File: src/rtl/sr_pulse_sequencer.sv
// Drives the S/R inputs of an external SR latch: arbitrates set/reset requests,
// issues one fixed-width pulse per grant, then checks Q feedback against the expected state.
module sr_pulse_sequencer #(
    parameter int unsigned PULSE_W = 2,
    parameter int unsigned GAP_W   = 1
) (
    input  logic clk,
    input  logic rst,
    input  logic set_req,
    input  logic rst_req,
    input  logic clr_err,
    input  logic Q_fb,
    output logic S,
    output logic R,
    output logic set_ack,
    output logic rst_ack,
    output logic busy,
    output logic state_q,
    output logic mismatch
);

    typedef enum logic [1:0] {
        IDLE  = 2'd0,
        PULSE = 2'd1,
        GAP   = 2'd2,
        CHECK = 2'd3
    } fsm_e;

    localparam logic [3:0] PULSE_LD = 4'(PULSE_W - 1);
    localparam logic [3:0] GAP_LD   = (GAP_W == 0) ? 4'd0 : 4'(GAP_W - 1);

    fsm_e       fsm_q, fsm_d;
    logic [3:0] cnt_q, cnt_d;
    logic       last_op_q, last_op_d;
    logic       s_q, s_d;
    logic       r_q, r_d;
    logic       sack_q, sack_d;
    logic       rack_q, rack_d;
    logic       exp_q, exp_d;
    logic       mis_q, mis_d;
    logic       arb_any;
    logic       arb_set;
    logic       grant;

    // With both requests pending, alternate away from the last operation.
    assign arb_any = set_req | rst_req;
    assign arb_set = set_req & (~rst_req | ~last_op_q);

    always_comb begin
        fsm_d     = fsm_q;
        cnt_d     = cnt_q;
        last_op_d = last_op_q;
        s_d       = 1'b0;
        r_d       = 1'b0;
        sack_d    = 1'b0;
        rack_d    = 1'b0;
        exp_d     = exp_q;
        mis_d     = mis_q;
        grant     = 1'b0;

        case (fsm_q)
            IDLE: begin
                grant = arb_any;
            end
            PULSE: begin
                if (cnt_q == 4'd0) begin
                    if (GAP_W == 0) begin
                        fsm_d = CHECK;
                    end else begin
                        fsm_d = GAP;
                        cnt_d = GAP_LD;
                    end
                end else begin
                    cnt_d = cnt_q - 4'd1;
                    s_d   = s_q;
                    r_d   = r_q;
                end
            end
            GAP: begin
                if (cnt_q == 4'd0) begin
                    fsm_d = CHECK;
                end else begin
                    cnt_d = cnt_q - 4'd1;
                end
            end
            CHECK: begin
                // The edge ending CHECK is also an arbitration point, giving
                // back-to-back grants a spacing of PULSE_W+GAP_W+1 cycles.
                fsm_d = IDLE;
                grant = arb_any;
            end
            default: fsm_d = IDLE;
        endcase

        if (grant) begin
            fsm_d     = PULSE;
            cnt_d     = PULSE_LD;
            s_d       = arb_set;
            r_d       = ~arb_set;
            sack_d    = arb_set;
            rack_d    = ~arb_set;
            exp_d     = arb_set;
            last_op_d = arb_set;
        end

        // A failing check outranks a simultaneous clear.
        if (fsm_q == CHECK && Q_fb != exp_q) begin
            mis_d = 1'b1;
        end else if (clr_err) begin
            mis_d = 1'b0;
        end
    end

    always_ff @(posedge clk) begin
        if (rst) begin
            fsm_q     <= IDLE;
            cnt_q     <= 4'd0;
            last_op_q <= 1'b0;
            s_q       <= 1'b0;
            r_q       <= 1'b0;
            sack_q    <= 1'b0;
            rack_q    <= 1'b0;
            exp_q     <= 1'b0;
            mis_q     <= 1'b0;
        end else begin
            fsm_q     <= fsm_d;
            cnt_q     <= cnt_d;
            last_op_q <= last_op_d;
            s_q       <= s_d;
            r_q       <= r_d;
            sack_q    <= sack_d;
            rack_q    <= rack_d;
            exp_q     <= exp_d;
            mis_q     <= mis_d;
        end
    end

    assign S        = s_q;
    assign R        = r_q;
    assign set_ack  = sack_q;
    assign rst_ack  = rack_q;
    assign busy     = (fsm_q != IDLE);
    assign state_q  = exp_q;
    assign mismatch = mis_q;

endmodule

File: config.mk
export PLATFORM = sky130hd
export DESIGN_NAME = sr_pulse_sequencer
export DESIGN_NICKNAME = d
export VERILOG_FILES = /design/src/rtl/sr_pulse_sequencer.sv
export SDC_FILE = /design/constraint.sdc
export NUM_CORES = 1
export LEC_CHECK = 0
export BUFFER_PORTS_ARGS = -buffer_cell sky130_fd_sc_hd__clkbuf_2
export CAP_MARGIN = 20
export CORE_UTILIZATION = 45
export CTS_CLUSTER_DIAMETER = 60
export DETAILED_ROUTE_END_ITERATION = 12
export PLACE_DENSITY = 0.77
export SLEW_MARGIN = 20
export SYNTH_ARGS = -nofsm -noshare
export SYNTH_HDL_FRONTEND = slang
export SYNTH_SLANG_ARGS = --single-unit
File: constraint.sdc
create_clock -name clk -period 2.2 [get_ports clk]
set_clock_uncertainty 0.1 [all_clocks]
set_input_delay 0.33 -clock clk [delete_from_list [all_inputs] [get_ports clk]]
set_output_delay 0.33 -clock clk [all_outputs]
set_load 0.02 [all_outputs]
## After elaboration in Yosys (flattened, before gate mapping)

Cells that the tools add are included.

| operators by class | value |
|---|---|
| bitwise logic cells | 7 |
| add/subtract/negate cells | 1 |
| eq/ne operators | 10 |
| reduce and logical (&&, ||, !) cells | 16 |
| mux-type cells | 15 |

Operator list:

| kind | number |
|---|---|
| $mux W1 | 9 |
| $ne A3 B3 Y1 const B | 3 |
| $mux W4 | 2 |
| $pmux W4 S2 | 1 |
| $ne A2 B2 Y1 const B | 3 |
| $pmux W2 S3 | 1 |
| $reduce_and A3 Y1 | 2 |
| $reduce_bool A2 Y1 | 3 |
| $reduce_bool A3 Y1 | 2 |
| $reduce_or A2 Y1 | 3 |
| $eq A2 B2 Y1 const B | 2 |
| $logic_not A4 Y1 | 1 |
| $mux W2 | 2 |
| $not A1 Y1 | 4 |
| $reduce_and A2 Y1 | 2 |
| $reduce_bool A4 Y1 | 1 |
| $sub A4 B1 Y4 const B | 1 |
| $eq A2 B1 Y1 const B | 1 |
| $logic_not A2 Y1 | 1 |
| $or A1 B1 Y1 | 2 |
| $and A1 B1 Y1 | 1 |
| $logic_and A1 B1 Y1 | 1 |
| $ne A1 B1 Y1 | 1 |

| storage, ports and cells | value |
|---|---|
| bits in registers | 12 |
| output and inout bits | 7 |
| logic and storage cells | 59 |
| input bits | 6 |

## Longest topological paths before layout

Gate-level depths: netlist of run 1.

| depth | value |
|---|---|
| depth in word-level cells | 5 |
| mapped depth | 5 |
| mapped depth without buffers | 5 |

## Worst setup path after synthesis of run 1

Ideal clock, no wire load.

| timing path | value |
|---|---|
| path kind | reg2reg |
| start point | register fsm_q[0] |
| end point | register fsm_q[1] |
| path slack | 494 ps |
| path buffers | 0 |
| setup time | 123 ps |
| clock period less this slack | 1706 ps |
| required time | 1977 ps |
| arrival time | 1482 ps |
| cell stages (with the launch flop) | 6 |
| cells stage by stage | dfxtp_1 inv_1 ha_1 nor2_2 mux2_2 mux2_1 |

| between the ends | value |
|---|---|
| cells in the longest elaborated chain, start to end | 4 |
| elaborated cells on any way between the ends | 12 |
| classes of those cells | 5 x eq/ne; 2 x mux; 5 x reduce/logical |

RTL lines:

| what | RTL line | RTL |
|---|---|---|
| start: declaration | 32 | `fsm_e fsm_q, fsm_d;` |
| start signal: assignment | 126 | `fsm_q <= fsm_d;` |
| $eq A2 B2 Y1 / $logic_not A2 Y1 (equally long branches) | 61 | `case (fsm_q)` |
| $reduce_or A2 Y1 (no line) | - |  |
| $mux W1 | 61 |  |
| $reduce_or A2 Y1 (no line) | - |  |

Parallel ways exist; a longest one is shown, timed or not.
A chain may end at the register's enable or synchronous reset.

## Worst setup path after layout of run 1

Same ends and word-level chain as after synthesis.

==> impl_metrics.ini, run 1 <==
[status]
status = completed

[global_route]
overflow = 0
grt_pass1_wl_mm = 1.83
grt_usage_pct = 17.8
grt_max_degree = 10
grt_pass1_vias = 452
antenna_found_initial = 0

[place]
place.gp.congestion = 0.795
hpwl_um = 857
place_area_um2 = 687
portBuffers = 12

[setup_path]
cp_cell_sequence = inv_1 > ha_1 > nor2_2 > mux2_2 > mux2_1
criticalPathCategory = reg2reg
worstPathRequired_ns = 2.26
max_stage_delay_ns = 0.39
cp_max_fo = 7
critical_path.slowest_cell = dfxtp_1
worstPathArrival_ns = 1.93
cp-start-kind = register
reg2reg_from = fsm_q[0]$_SDFFE_PP0P_
startpoint = fsm_q[0]$_SDFFE_PP0P_
crit_path_end_kind = register

[detailed_routing]
remaining_drc_errors = 0
vias_per_cell = 5.32
ant_nets = 0
drtPass1Iterations = 2
drtIter0Drc = 6
drt-total-wl_mm = 1.10
num_vias = 500
wl_per_cell_um = 11.6

[die]
core_um2 = 1190
start_util_pct = 52.0
fp-row-count = 12
die_w_um = 39.0
pin_count = 13
dieArea_um2 = 1520
die_y_um = 39.0

[synth]
synth_compound_area_share_pct = 16.4
synth_cell_type_count = 26
yosys_warnings = 0
synthArstFlopShare_pct = 0
synth_area_leaders = dfxtp_1 (39%), ha_1 (14%), a41o_1 (3.2%)
synthXorXnorAreaFrac_pct = 2.84
synth-edff-count = 0
synth_simple_gate_area_share_pct = 19.7
yosysMostFrequentCell = dfxtp_1
avgSynthCellArea_um2 = 9.49
synthAdderAreaFrac_pct = 14.2
synth_area_leader_cell = dfxtp_1
synthMuxAreaShare_pct = 3.65
syn_inst = 65
synth_commonest_cells = dfxtp_1 (12), ha_1 (7), inv_1 (5)
ys_ff_latch = 12
ys.flop_type = dfxtp_1
synth_top_family_by_area = simple AND/OR/NAND/NOR gates
syn_nets = 78
ys_seq_area_share_pct = 38.9
netlist.area_leader.share_pct = 38.9
synthesis.area_um2 = 617

[timing]
setup_tns_ns = 0
period_share_pct = 84.9
whs_ns = 0.238
fmax_mhz = 535
hold_viol_final = 0
slew_headroom_pct = 68.4
drv_slew = 0
fin_crit_ns = 1.87
rsz0062_at_grt = false
setup_viol = 0
tightestPinTransition_ns = 0.473

[clock_tree]
cts_hold_buffers = 0
clockBufferDepth = 2
clk_pin_slew_ns = 0.08
clkSinkCount = 12
clk_latency_ns = 0.27
htree_levels = 1
clock_tree.root_cell = clkbuf_4
cts-buffers-inserted = 3
post-cts-setup-buffer-count = 0
cts_resized = 0
cts_tree = yes

[power_and_ir_drop]
finalPower_w = 0.00102
p_leak_nw = 0.360
p_per_area_nw_per_um2 = 1410
ir_drop_mv = 0.579

[worst_hold_path]
hp-class = in2reg
min_from = rst

[final_layout]
final_nets = 94
finalCoreUtilization_pct = 61.0
fin_area_um2 = 723
fill_cells = 103
diodes = 0
layout-drive-gt1-share_pct = 25.0
syn_to_final_growth_pct = 17.2

[run]
cap_violations = 0
==> power breakdown <==
part	internal (W)	leakage, nW	switching, W
logic	0.000215	0.241	0.000290
registers	0.000283	0.0984	0.0000549
clock network	0.000101	0.0210	0.0000749
total	0.000599	0.360	0.000420
==> final timing paths <==
check,end,cells after the start,slack [ns]
setup / recovery,fsm_q[1]$_SDFFE_PP0P_,5,0.33
hold / removal,cnt_q[0]$_SDFFE_PP0P_,2,0.24
setup reg to reg,fsm_q[1]$_SDFFE_PP0P_,5,0.33
hold reg to reg,cnt_q[1]$_SDFFE_PP0P_,2,0.40
==> per-stage QoR <==
stage	std cells	setup slack, ns
floorplan	65	0.494
global placement	90	0.383
detailed placement	90	0.348
CTS	94	0.347
global route	94	0.236
finish	94	0.332
==> cell type report <==
type,count,area [um2],share of cell area (%)
well taps,14,17.5,2.42
inverters,5,18.8,2.60
repair buffers,12,60.1,8.30
flip-flops and latches,12,240,33.2
clock buffers,4,36.3,5.02
multi-input cells,47,350,48.4
==> sequential cells by signal (all words and copies together), names as in the netlist <==
register and flops:
state_q 1, set_ack 1, R 1, mismatch 1, S 1, fsm_q 2, rst_ack 1, cnt_q 4
==> per-layer routing <==
metal  global-route usage (%)  routed length, um  up-vias
li1                         -                  -      262
met1                     21.6                553      224
met2                     27.5                492       10
met3                     5.20                 35        4
met4                     10.3                 14        0
met5                        0                  0        -
==> kinds of logic (layout without fill, tap and decap cells) <==
family / Yosys count / after routing
buffers and inverters: 6 / 21
adder cells (fa/ha/maj): 7 / 7
AND/OR/NAND/NOR: 21 / 21
AO/OA/AOI/OAI: 15 / 15
flip-flops: 12 / 12
multiplexers: 2 / 2
XOR/XNOR: 2 / 2
==> layout by cell type (no fill, tap or decap), types with 2 or more instances in the layout <==
cell type,n
clkbuf_4,3
o21ai_0,4
xor2_1,2
dfxtp_1,12
a21oi_1,3
o21bai_1,2
nor3_1,3
inv_1,5
nand2b_1,2
and3_1,2
clkbuf_2,12
ha_1,7
or3_1,3
a41o_1,2
nor2_1,4
nand2_1,2
==> critical path: cells and delay by family, from the launching register on <==
kind	cells	cell delay, ns
adder cells (fa/ha/maj)	1	0.25
AND/OR/NAND/NOR	1	0.24
multiplexers	2	0.68
buffers and inverters	1	0.10
flip-flops	1	0.39
(Power assumes the default switching activity.)
==> run 2, diff against run 1 <==
- clock period: 2.2 -> 1.9 ns (I/O delays scaled with it)
==> run 2 against run 1 <==
Net effect: clock power increased by 17%; critical path depth unchanged; via count decreased by 0.60%; hold slack got worse by 0.047 ns; first-iteration DRC count decreased by 83%; count of clock-buffer cells in the layout unchanged; critical endpoint unchanged; largest cell class unchanged; core utilization increased by 1.1 points; sequential power increased by 15%; final area increased by 1.7%.
==> impl_metrics.ini, run 2 (same netlist as run 1, synthesis figures left out) <==
[status]
status = completed

[timing]
setup_tns_ns = 0
hold_viol_final = 0
rsz0062_at_grt = false
fin_ws_ns = 0.0966
fmax_mhz = 555
drv_slew = 0
fin_crit_ns = 1.80
setup_viol = 0
slew_headroom_pct = 81.7
tightestPinTransition_ns = 0.274
period_share_pct = 94.9

[power_and_ir_drop]
p_per_area_nw_per_um2 = 1650
pwr-share-comb_pct = 51.2
p_clk_share_pct = 16.8
internal-power_w = 0.000721
p_leak_nw = 0.366
ir_drop_mv = 0.729
sw_frac_of_total_pct = 40.7
seqPwrFrac_pct = 32.0
p_sw_w = 0.000496
finalPower_w = 0.00122

[setup_path]
worstPathArrival_ns = 1.87
r2r_cells = 5
r2r-end = fsm_q[1]$_SDFFE_PP0P_
crit_path_end_kind = register
reg2reg_from = fsm_q[0]$_SDFFE_PP0P_
cp-start-kind = register
criticalPathCategory = reg2reg
worstPathRequired_ns = 1.96
cp_max_fo = 7
regToRegSetupSlack_ns = 0.1

[worst_hold_path]
min_from = rst
hold_depth = 2
holdPathEnd = cnt_q[0]$_SDFFE_PP0P_
hp-class = in2reg

[clock_tree]
clk_latency_ns = 0.28
htree_levels = 1
cts_hold_buffers = 0
cts-buffers-inserted = 3
clkSinkCount = 12
post-cts-setup-buffer-count = 0
cts_tree = yes
clock_tree.root_cell = clkbuf_4
cts_resized = 0
clk_pin_slew_ns = 0.08
clockBufferDepth = 2

[global_route]
antenna_found_initial = 0
grt_pass1_wl_mm = 1.74
grt_usage_pct = 17.9
grt_max_degree = 10
grt_pass1_vias = 411
overflow = 0

[final_layout]
final_cell_mix = dfxtp_1 (12), clkbuf_2 (12), ha_1 (7)
fin_area_um2 = 736
largest_reg_flops = 4
reg_top3 = cnt_q x4, fsm_q x2
register_area_um2 = 240
top_register = cnt_q
syn_to_final_growth_pct = 19.3
final_nets = 95
layout-drive-gt1-share_pct = 25.9
multiInputGateArea_um2 = 355
diodes = 0
fill_cells = 100
fin_cells = 95

[detailed_routing]
num_vias = 497
remaining_drc_errors = 0
wl_per_cell_um = 11.3
drt-total-wl_mm = 1.07
ant_nets = 0
drtIter0Drc = 1
vias_per_cell = 5.23
drtPass1Iterations = 2

[die]
die_y_um = 39.0
core_um2 = 1190
fp-row-count = 12
start_util_pct = 52.0
dieArea_um2 = 1520
pin_count = 13
die_w_um = 39.0

[place]
place.gp.congestion = 0.771
numPlacedInstances = 91
place_ws_ns = 0.0530
place_area_um2 = 694
hpwl_um = 849
portBuffers = 12

[run]
cap_violations = 0
-- run 2: cell count changes in the layout (fill, tap and decap cells not counted), sizes merged --
cell | previous run | this run
buf | 0 | 1
-- run 2: worst max-delay path, stage by stage, from the launching register on --
cell     delay, ns
dfxtp_1       0.39
inv_1         0.10
ha_1          0.25
nor2_4        0.18
mux2_2        0.37
mux2_1        0.31
-- run 2: per-layer routing --
layer / track usage [%] / up-vias / wire [um]
met2: 23.8 / 11 / 439
met1: 24.0 / 217 / 566
met5: 0 / - / 0
met4: 7.76 / 0 / 11
met3: 8.67 / 2 / 56
li1: - / 267 / -
-- run 2: power groups by stage --
| stage | clock network, W | logic (W) | registers, W |
|---|---|---|---|
| after floorplan | 0 | 0.000411 | 0.000423 |
| after global placement | 0 | 0.000603 | 0.000392 |
| after detailed placement | 0 | 0.000611 | 0.000397 |
| after CTS | 0.000211 | 0.000614 | 0.000390 |
| after global routing | 0.000222 | 0.000693 | 0.000405 |
| final | 0.000204 | 0.000623 | 0.000390 |
-- run 2: worst max-delay path by stage --
| stage | start | to | slack [ns] |
|---|---|---|---|
| floorplan | fsm_q[0]$_SDFFE_PP0P_ | fsm_q[1]$_SDFFE_PP0P_ | 0.19 |
| global placement | fsm_q[0]$_SDFFE_PP0P_ | fsm_q[1]$_SDFFE_PP0P_ | 0.09 |
| detailed placement | fsm_q[0]$_SDFFE_PP0P_ | fsm_q[1]$_SDFFE_PP0P_ | 0.05 |
| CTS | fsm_q[0]$_SDFFE_PP0P_ | fsm_q[1]$_SDFFE_PP0P_ | 0.04 |
| global route | fsm_q[0]$_SDFFE_PP0P_ | fsm_q[1]$_SDFFE_PP0P_ | 0.006 |
| finish | fsm_q[0]$_SDFFE_PP0P_ | fsm_q[1]$_SDFFE_PP0P_ | 0.1 |
-- run 2: metrics by stage --
step / util (%) / hold WS [ns]
6_report: 62.0 / 0.190
5_1_grt: 62.0 / 0.213
4_1_cts: 61.6 / 0.190
3_5_place_dp: 58.5 / 0.387
3_3_place_gp: 58.5 / 0.389
2_1_floorplan: - / 0.358
-- run 2: layout make-up --
| type | instances | area share (%) |
|---|---|---|
| clock buffer | 4 | 4.93 |
| timing repair buffer | 13 | 9.18 |
| multi-input combinational | 47 | 48.3 |
| sequential | 12 | 32.7 |
| tap | 14 | 2.38 |
| inverter | 5 | 2.55 |
